### config.mk
export PLATFORM = sky130hd
export DESIGN_NAME = muldiv_ctrl
export DESIGN_NICKNAME = d
export VERILOG_FILES = /design/src/rtl/muldiv_ctrl_pkg.sv /design/src/rtl/muldiv_special.sv /design/src/rtl/muldiv_ctrl.sv
export SDC_FILE = /design/constraint.sdc
export NUM_CORES = 1
export LEC_CHECK = 0
export ABC_AREA = 0
export CAP_MARGIN = 20
export CORE_ASPECT_RATIO = 1.4
export CORE_MARGIN = 8
export CORE_UTILIZATION = 47
export DETAILED_ROUTE_END_ITERATION = 8
export PLACE_DENSITY_LB_ADDON = 0.2
export REMOVE_ABC_BUFFERS = 1
export SLEW_MARGIN = 40
export SYNTH_ARGS = -nofsm -noshare
export SYNTH_HDL_FRONTEND = slang
export SYNTH_SLANG_ARGS = --single-unit
export TNS_END_PERCENT = 10
### constraint.sdc
create_clock -name clk -period 8.45 [get_ports clk]
set_clock_uncertainty 0.05 [all_clocks]
set_input_delay 2.1125 -clock clk [delete_from_list [all_inputs] [get_ports clk]]
set_output_delay 2.1125 -clock clk [all_outputs]
set_load 0.02 [all_outputs]
### src/rtl/muldiv_ctrl_pkg.sv
// Shared types for the RV32M multiply/divide sequencer: FSM states, func codes,
// and small decode helpers.
package muldiv_ctrl_pkg;

  typedef enum logic [2:0] {
    S_IDLE,
    S_MUL_WAIT,
    S_DIV_WAIT,
    S_DONE,
    S_DRAIN
  } state_t;

  typedef enum logic [1:0] {
    MULT_MUL    = 2'b00,
    MULT_MULH   = 2'b01,
    MULT_MULHU  = 2'b10,
    MULT_MULHSU = 2'b11
  } mult_func_t;

  typedef enum logic [1:0] {
    DIV_DIV  = 2'b00,
    DIV_DIVU = 2'b01,
    DIV_REM  = 2'b10,
    DIV_REMU = 2'b11
  } div_func_t;

  function automatic logic div_is_rem(input logic [1:0] func);
    return func[1];
  endfunction

  function automatic logic div_is_signed(input logic [1:0] func);
    return ~func[0];
  endfunction

endpackage

### src/rtl/muldiv_special.sv
// Detects RV32M divide corner cases (divide by zero, signed overflow) and
// produces the architecturally defined result so the divider is never started.
module muldiv_special
  import muldiv_ctrl_pkg::*;
#(
  parameter int XLEN = 32
) (
  input  logic [XLEN-1:0] rs1,
  input  logic [XLEN-1:0] rs2,
  input  logic [1:0]      func,
  output logic            is_special,
  output logic [XLEN-1:0] special_result
);

  localparam logic [XLEN-1:0] INT_MIN = {1'b1, {(XLEN-1){1'b0}}};

  logic div_by_zero;
  logic overflow;

  assign div_by_zero = (rs2 == '0);
  assign overflow    = div_is_signed(func) && (rs1 == INT_MIN) && (rs2 == '1);

  always_comb begin
    // NOTE: defaults first so every path assigns both outputs and no latch is inferred.
    is_special     = 1'b0;
    special_result = '0;
    if (div_by_zero) begin
      is_special     = 1'b1;
      special_result = div_is_rem(func) ? rs1 : '1;
    end else if (overflow) begin
      is_special     = 1'b1;
      special_result = div_is_rem(func) ? '0 : INT_MIN;
    end
  end

endmodule

### src/rtl/muldiv_ctrl.sv
// Sequences the multi-cycle multiplier/divider for RV32M ops in E, stalls the
// front of the pipe until the result is ready, and drains a unit after a flush.
module muldiv_ctrl
  import muldiv_ctrl_pkg::*;
#(
  parameter int XLEN           = 32,
  parameter int TIMEOUT_CYCLES = 64
) (
  input  logic            clk,
  input  logic            rst,
  input  logic            start_mult_E,
  input  logic            start_div_E,
  input  logic [1:0]      mult_func_E,
  input  logic [1:0]      div_func_E,
  input  logic [XLEN-1:0] rs1_E,
  input  logic [XLEN-1:0] rs2_E,
  input  logic            flush_E,
  output logic [XLEN-1:0] op_a,
  output logic [XLEN-1:0] op_b,
  output logic            mult_start,
  output logic [1:0]      mult_func,
  input  logic            mult_done,
  input  logic [XLEN-1:0] mult_result,
  output logic            div_start,
  output logic [1:0]      div_func,
  input  logic            div_done,
  input  logic [XLEN-1:0] div_result,
  output logic            muldiv_stall,
  output logic            muldiv_valid,
  output logic [XLEN-1:0] muldiv_result,
  output logic            muldiv_err
);

  localparam int CNT_W = $clog2(TIMEOUT_CYCLES);

  state_t            state;
  logic [CNT_W-1:0]  cnt;
  logic              busy_div;
  logic              accept;
  logic              timeout;
  logic              unit_done;
  logic [XLEN-1:0]   unit_result;
  logic              is_special;
  logic [XLEN-1:0]   special_result;

  muldiv_special #(.XLEN(XLEN)) u_special (
    .rs1            (rs1_E),
    .rs2            (rs2_E),
    .func           (div_func_E),
    .is_special     (is_special),
    .special_result (special_result)
  );

  assign accept      = (start_mult_E || start_div_E) && !flush_E;
  assign timeout     = (cnt == CNT_W'(TIMEOUT_CYCLES - 1));
  // busy_div remembers which unit is in flight, so the other unit's done is ignored
  assign unit_done   = busy_div ? div_done : mult_done;
  assign unit_result = busy_div ? div_result : mult_result;

  assign muldiv_stall = ((state == S_IDLE) && accept)
                     || (state == S_MUL_WAIT) || (state == S_DIV_WAIT)
                     || ((state == S_DRAIN) && (start_mult_E || start_div_E));

  always_ff @(posedge clk or posedge rst) begin
    if (rst) begin
      state         <= S_IDLE;
      cnt           <= '0;
      busy_div      <= 1'b0;
      op_a          <= '0;
      op_b          <= '0;
      mult_start    <= 1'b0;
      mult_func     <= '0;
      div_start     <= 1'b0;
      div_func      <= '0;
      muldiv_valid  <= 1'b0;
      muldiv_result <= '0;
      muldiv_err    <= 1'b0;
    end else begin
      // NOTE: state updates use <= only; pulses default low here so they last exactly one cycle.
      mult_start   <= 1'b0;
      div_start    <= 1'b0;
      muldiv_valid <= 1'b0;
      unique case (state)
        S_IDLE: begin
          cnt <= '0;
          if (accept) begin
            if (start_mult_E) begin
              op_a       <= rs1_E;
              op_b       <= rs2_E;
              mult_func  <= mult_func_E;
              mult_start <= 1'b1;
              busy_div   <= 1'b0;
              state      <= S_MUL_WAIT;
            end else if (is_special) begin
              muldiv_result <= special_result;
              muldiv_valid  <= 1'b1;
              state         <= S_DONE;
            end else begin
              op_a      <= rs1_E;
              op_b      <= rs2_E;
              div_func  <= div_func_E;
              div_start <= 1'b1;
              busy_div  <= 1'b1;
              state     <= S_DIV_WAIT;
            end
          end
        end
        S_MUL_WAIT, S_DIV_WAIT: begin
          cnt <= cnt + 1'b1;
          if (unit_done) begin
            if (flush_E) begin
              state <= S_IDLE;
            end else begin
              muldiv_result <= unit_result;
              muldiv_valid  <= 1'b1;
              state         <= S_DONE;
            end
          end else if (timeout) begin
            muldiv_err <= 1'b1;
            if (flush_E) begin
              state <= S_IDLE;
            end else begin
              muldiv_result <= '0;
              muldiv_valid  <= 1'b1;
              state         <= S_DONE;
            end
          end else if (flush_E) begin
            state <= S_DRAIN;
          end
        end
        S_DONE: state <= S_IDLE;
        S_DRAIN: begin
          cnt <= cnt + 1'b1;
          if (unit_done) begin
            state <= S_IDLE;
          end else if (timeout) begin
            muldiv_err <= 1'b1;
            state      <= S_IDLE;
          end
        end
        default: state <= S_IDLE;
      endcase
    end
  end

endmodule

==> reports/results.env <==
POSTLAYOUTCOREUTIL_PCT=71.0
YS_SEQ_AREA_SHARE_PCT=47.3
GLOBALROUTE.TOTALOVERFLOW=0
DESIGN.FINAL.NETS=826
RUN_STATUS='finished, final reports clean'
GRT_SETUP_UNREPAIRED='false'
DRIVE_GT1_SHARE_PCT=21.0
ROUTED_VIA_DENSITY=5.50
MOSTFREQUENTLAYOUTCELLS='clkdlybuf4s50_1, dfrtp_1, mux2_4, mux2i_1, o22ai_1'
INSERTEDDIODECOUNT=0
POSTSYNTHAREAPERCELL_SQ_UM=13.5
SYN2LAYOUT_AREA_GROWTH_PCT=49.2
FINAL_PERIOD_MINUS_WORST_SETUP_SLACK_PS=5950
RELATIVE_SLEW_SLACK_PCT=44.0
FINAL_HPWL_FROM_DETAILED_PLACEMENT_UM=14100
POSTPLACECELLAREA_SQ_UM=8410
TOP_SIGNAL_LAYER_USED='met4'
CTSHOLDBUFFERS=0
CHIPHEIGHT_UM=150
WORST_PATH_LARGEST_CELL_DELAY_PS=670
GROUTE.USAGE.OVERALL_PCT=22.9
POWER_LEAKAGE_nW=3.90
VIA_COUNT=4688
MAXCAPVIOLATIONS=0
CTSLONGESTPATHBUFFERS=2
POWER_PER_CELL_AREA_nW_PER_UM2=370
CP-START-KIND='primary input'
SYNTHESIS.INSTANCES=446
GP_CONGESTION=0.835
SYNTH_ASYNC_SR_FLOP_SHARE_PCT=100
NETLIST.TOP_CELL.BY_AREA='dfrtp_1'
POST-ROUTE-CELL-AREA_SQ_UM=9010
YS_WARN_COUNT=0
STD_CELL_ROWS=49
POST-ROUTE-PERIOD-UTIL_PCT=70.4
CP_COMMON_CELL='clkdlybuf4s50_1'
CLOCK_INSERTION_DELAY_WORST_SKEW_PS=410
NUMCTSBUFFERS=17
CRITICAL_PATH_CLASS='in -> out'
FIRST_GLOBAL_VIAS=5151
MOSTFREQUENTLAYOUTCELL='clkdlybuf4s50_1'
SETUP_TOTAL_NEGATIVE_SLACK_PS=0
DIE_AREA_SQ_UM=16800
CTS_ROOT_BUFFER='clkbuf_16'
VDD.IR_DROP.WORST_uV=273
CTS_HTREE_LEVELS=4
CRIT_PATH_END_KIND='output pin'
ROUTED-WL-MET2_UM=10100
SYNTHTOPCELLSBYAREA='dfrtp_1, mux2_4, mux2i_1'
INITIAL_UTILIZATION_PCT=47.6
SYNTH-SEQ-CELLS=114
NETLIST_AREA_SQ_UM=6040
NUMBER_OF_ENABLE_FLIP_FLOP_CELLS_AFTER_SYNTHESIS=0
TIMING.CRITICAL_PATH.REQUIRED_PS=6290
FINAL.FILL_COUNT=893
DRT_ITER0_MARKERS=142
CHIPWIDTH_UM=112
CTS_TREE='done'
WL_PER_CELL_UM=22.5
M1WIRELENGTH_UM=7290
TIGHTEST_SLEW_PS=839
MAXCLOCKFREQUENCY_MHz=168
TOTALWIRELENGTH_UM=19200
DRC=0
TIMING_HOLD_VIOLATIONS_FINAL=0
PLACE.PORT_BUFFERS=243
POST-SYNTH-TOP-AREA-FRACTION_PCT=47.3
POST_CTS.RESIZED_INSTANCES=0
PATH_MAX_FANOUT=8
FINALSETUPVIOLCOUNT=0
CRIT_CHAIN='clkdlybuf4s50_1 -> nor2b_1 -> o41ai_1 -> clkdlybuf4s50_1'
WORSTREGTOREGCELLS=5
SYNTH_CELL_TYPES=52
DRTPASS1ITERATIONS=5
WORST-ENDPOINT-ARRIVAL_PS=3790
IO_PINS=244
HOLDCRITPATHCLASS='reg -> reg'
CTS.REPORTEDPATHS.CLKPINSLEW_PS=50
ANTENNA_VIOLATING_NETS_POST_ROUTE=0
ROUTED-WL-MET3_UM=1160
GRT_FIRST_PASS_WIRELENGTH_UM=29500
SYNTHFLOPTYPE='dfrtp_1'
SLOWEST_STAGE='clkdlybuf4s50_1'
SLEW_VIOLATIONS=0
CORE-AREA_SQ_UM=12700
MIN_PATH_CELLS=1
POST_CTS.REPAIR.SETUP_BUFFERS=0
SINKS_ON_CLOCK_NET=114
INITIAL_ANTENNA_VIOLATION_COUNT=0
PIN_COUNT_OF_THE_BIGGEST_NET_ENTERING_GLOBAL_ROUTING=62
[per-stage QoR]
step                hold WS (ps)  power [mW]  cells  setup slack [ps]
floorplan                    448        1.92    420              2580
global placement             426        2.58    820              2530
detailed placement           422        2.62    820              2520
CTS                          434        3.35    852              2510
global route                 446        3.48    852              2390
finish                       421        3.33    852              2500
[logic make-up after synthesis]
| family | after synthesis | synth area share (%) |
|---|---|---|
| and+or+nand+nor | 108 | 11.2 |
| muxes | 134 | 29.9 |
| adders and majority gates | 2 | 0.373 |
| buffers and inverters | 30 | 4.99 |
| xor gates and xnor gates | 4 | 0.580 |
| AOI/OAI and AO/OA | 54 | 5.72 |
| DFF | 114 | 47.3 |
[worst paths after layout]
path	from	to	slack, ps
hold / removal	muldiv_err	muldiv_err	420
min in group asynchronous	rst	muldiv_result[19]	2070
max in group asynchronous	rst	busy_div	5050
hold reg to reg	muldiv_err	muldiv_err	420
setup / recovery	flush_E	muldiv_stall	2500
setup reg to reg	state[1]	op_a[26]	4950
[where the power goes]
group	total, mW	switching, mW	internal, mW
clock	0.714	0.256	0.458
sequential	0.984	0.203	0.782
combinational	1.63	0.730	0.903
[final cells by class]
| class | count | area, sq um | area share, % |
|---|---|---|---|
| well taps | 153 | 191 | 2.12 |
| clock buffers | 21 | 470 | 5.22 |
| clock inverters | 11 | 130 | 1.44 |
| flip-flops and latches | 114 | 2860 | 31.7 |
| multi-input cells | 302 | 2880 | 32.0 |
| inverters | 4 | 20.0 | 0.222 |
| repair buffers | 247 | 2460 | 27.3 |
[synthesized netlist by cell type (2+ instances only)]
master and number:
a21oi_1 7, and2b_1 19, and3_1 2, buf_1 2, buf_12 9, clkbuf_1 7, dfrtp_1 114, dlygate4sd1_1 5
inv_1 4, mux2_2 13, mux2_4 89, mux2i_1 32, nand2_1 3, nand3_1 3, nand4_1 13, nor2_1 17
nor2b_1 12, nor3_1 8, nor3b_1 2, nor4_1 11, nor4b_1 3, o21a_1 3, o21ai_0 4, o22ai_1 31
or2_2 2, or3_1 2, or4_1 2, xor2_1 3
[critical path: cells and delay by family]
family | cells | cell delay, ps
compound gates | 1 | 250
buf+inv | 2 | 1210
simple gates | 1 | 220
[registers in the layout, indices dropped and copies added (netlist names)]
register       count
muldiv_err         1
div_start          1
state              3
muldiv_valid       1
muldiv_result     32
busy_div           1
mult_func          2
cnt                6
div_func           2
mult_start         1
op_a              32
op_b              32
[layer usage]
| layer | up-vias | GRT usage, % |
|---|---|---|
| met4 | 0 | 10.8 |
| met1 | 2345 | 24.8 |
| li1 | 2134 | - |
| met2 | 166 | 40.5 |
| met5 | - | 0 |
| met3 | 43 | 6.50 |
Power figures use the tool's default switching activity.
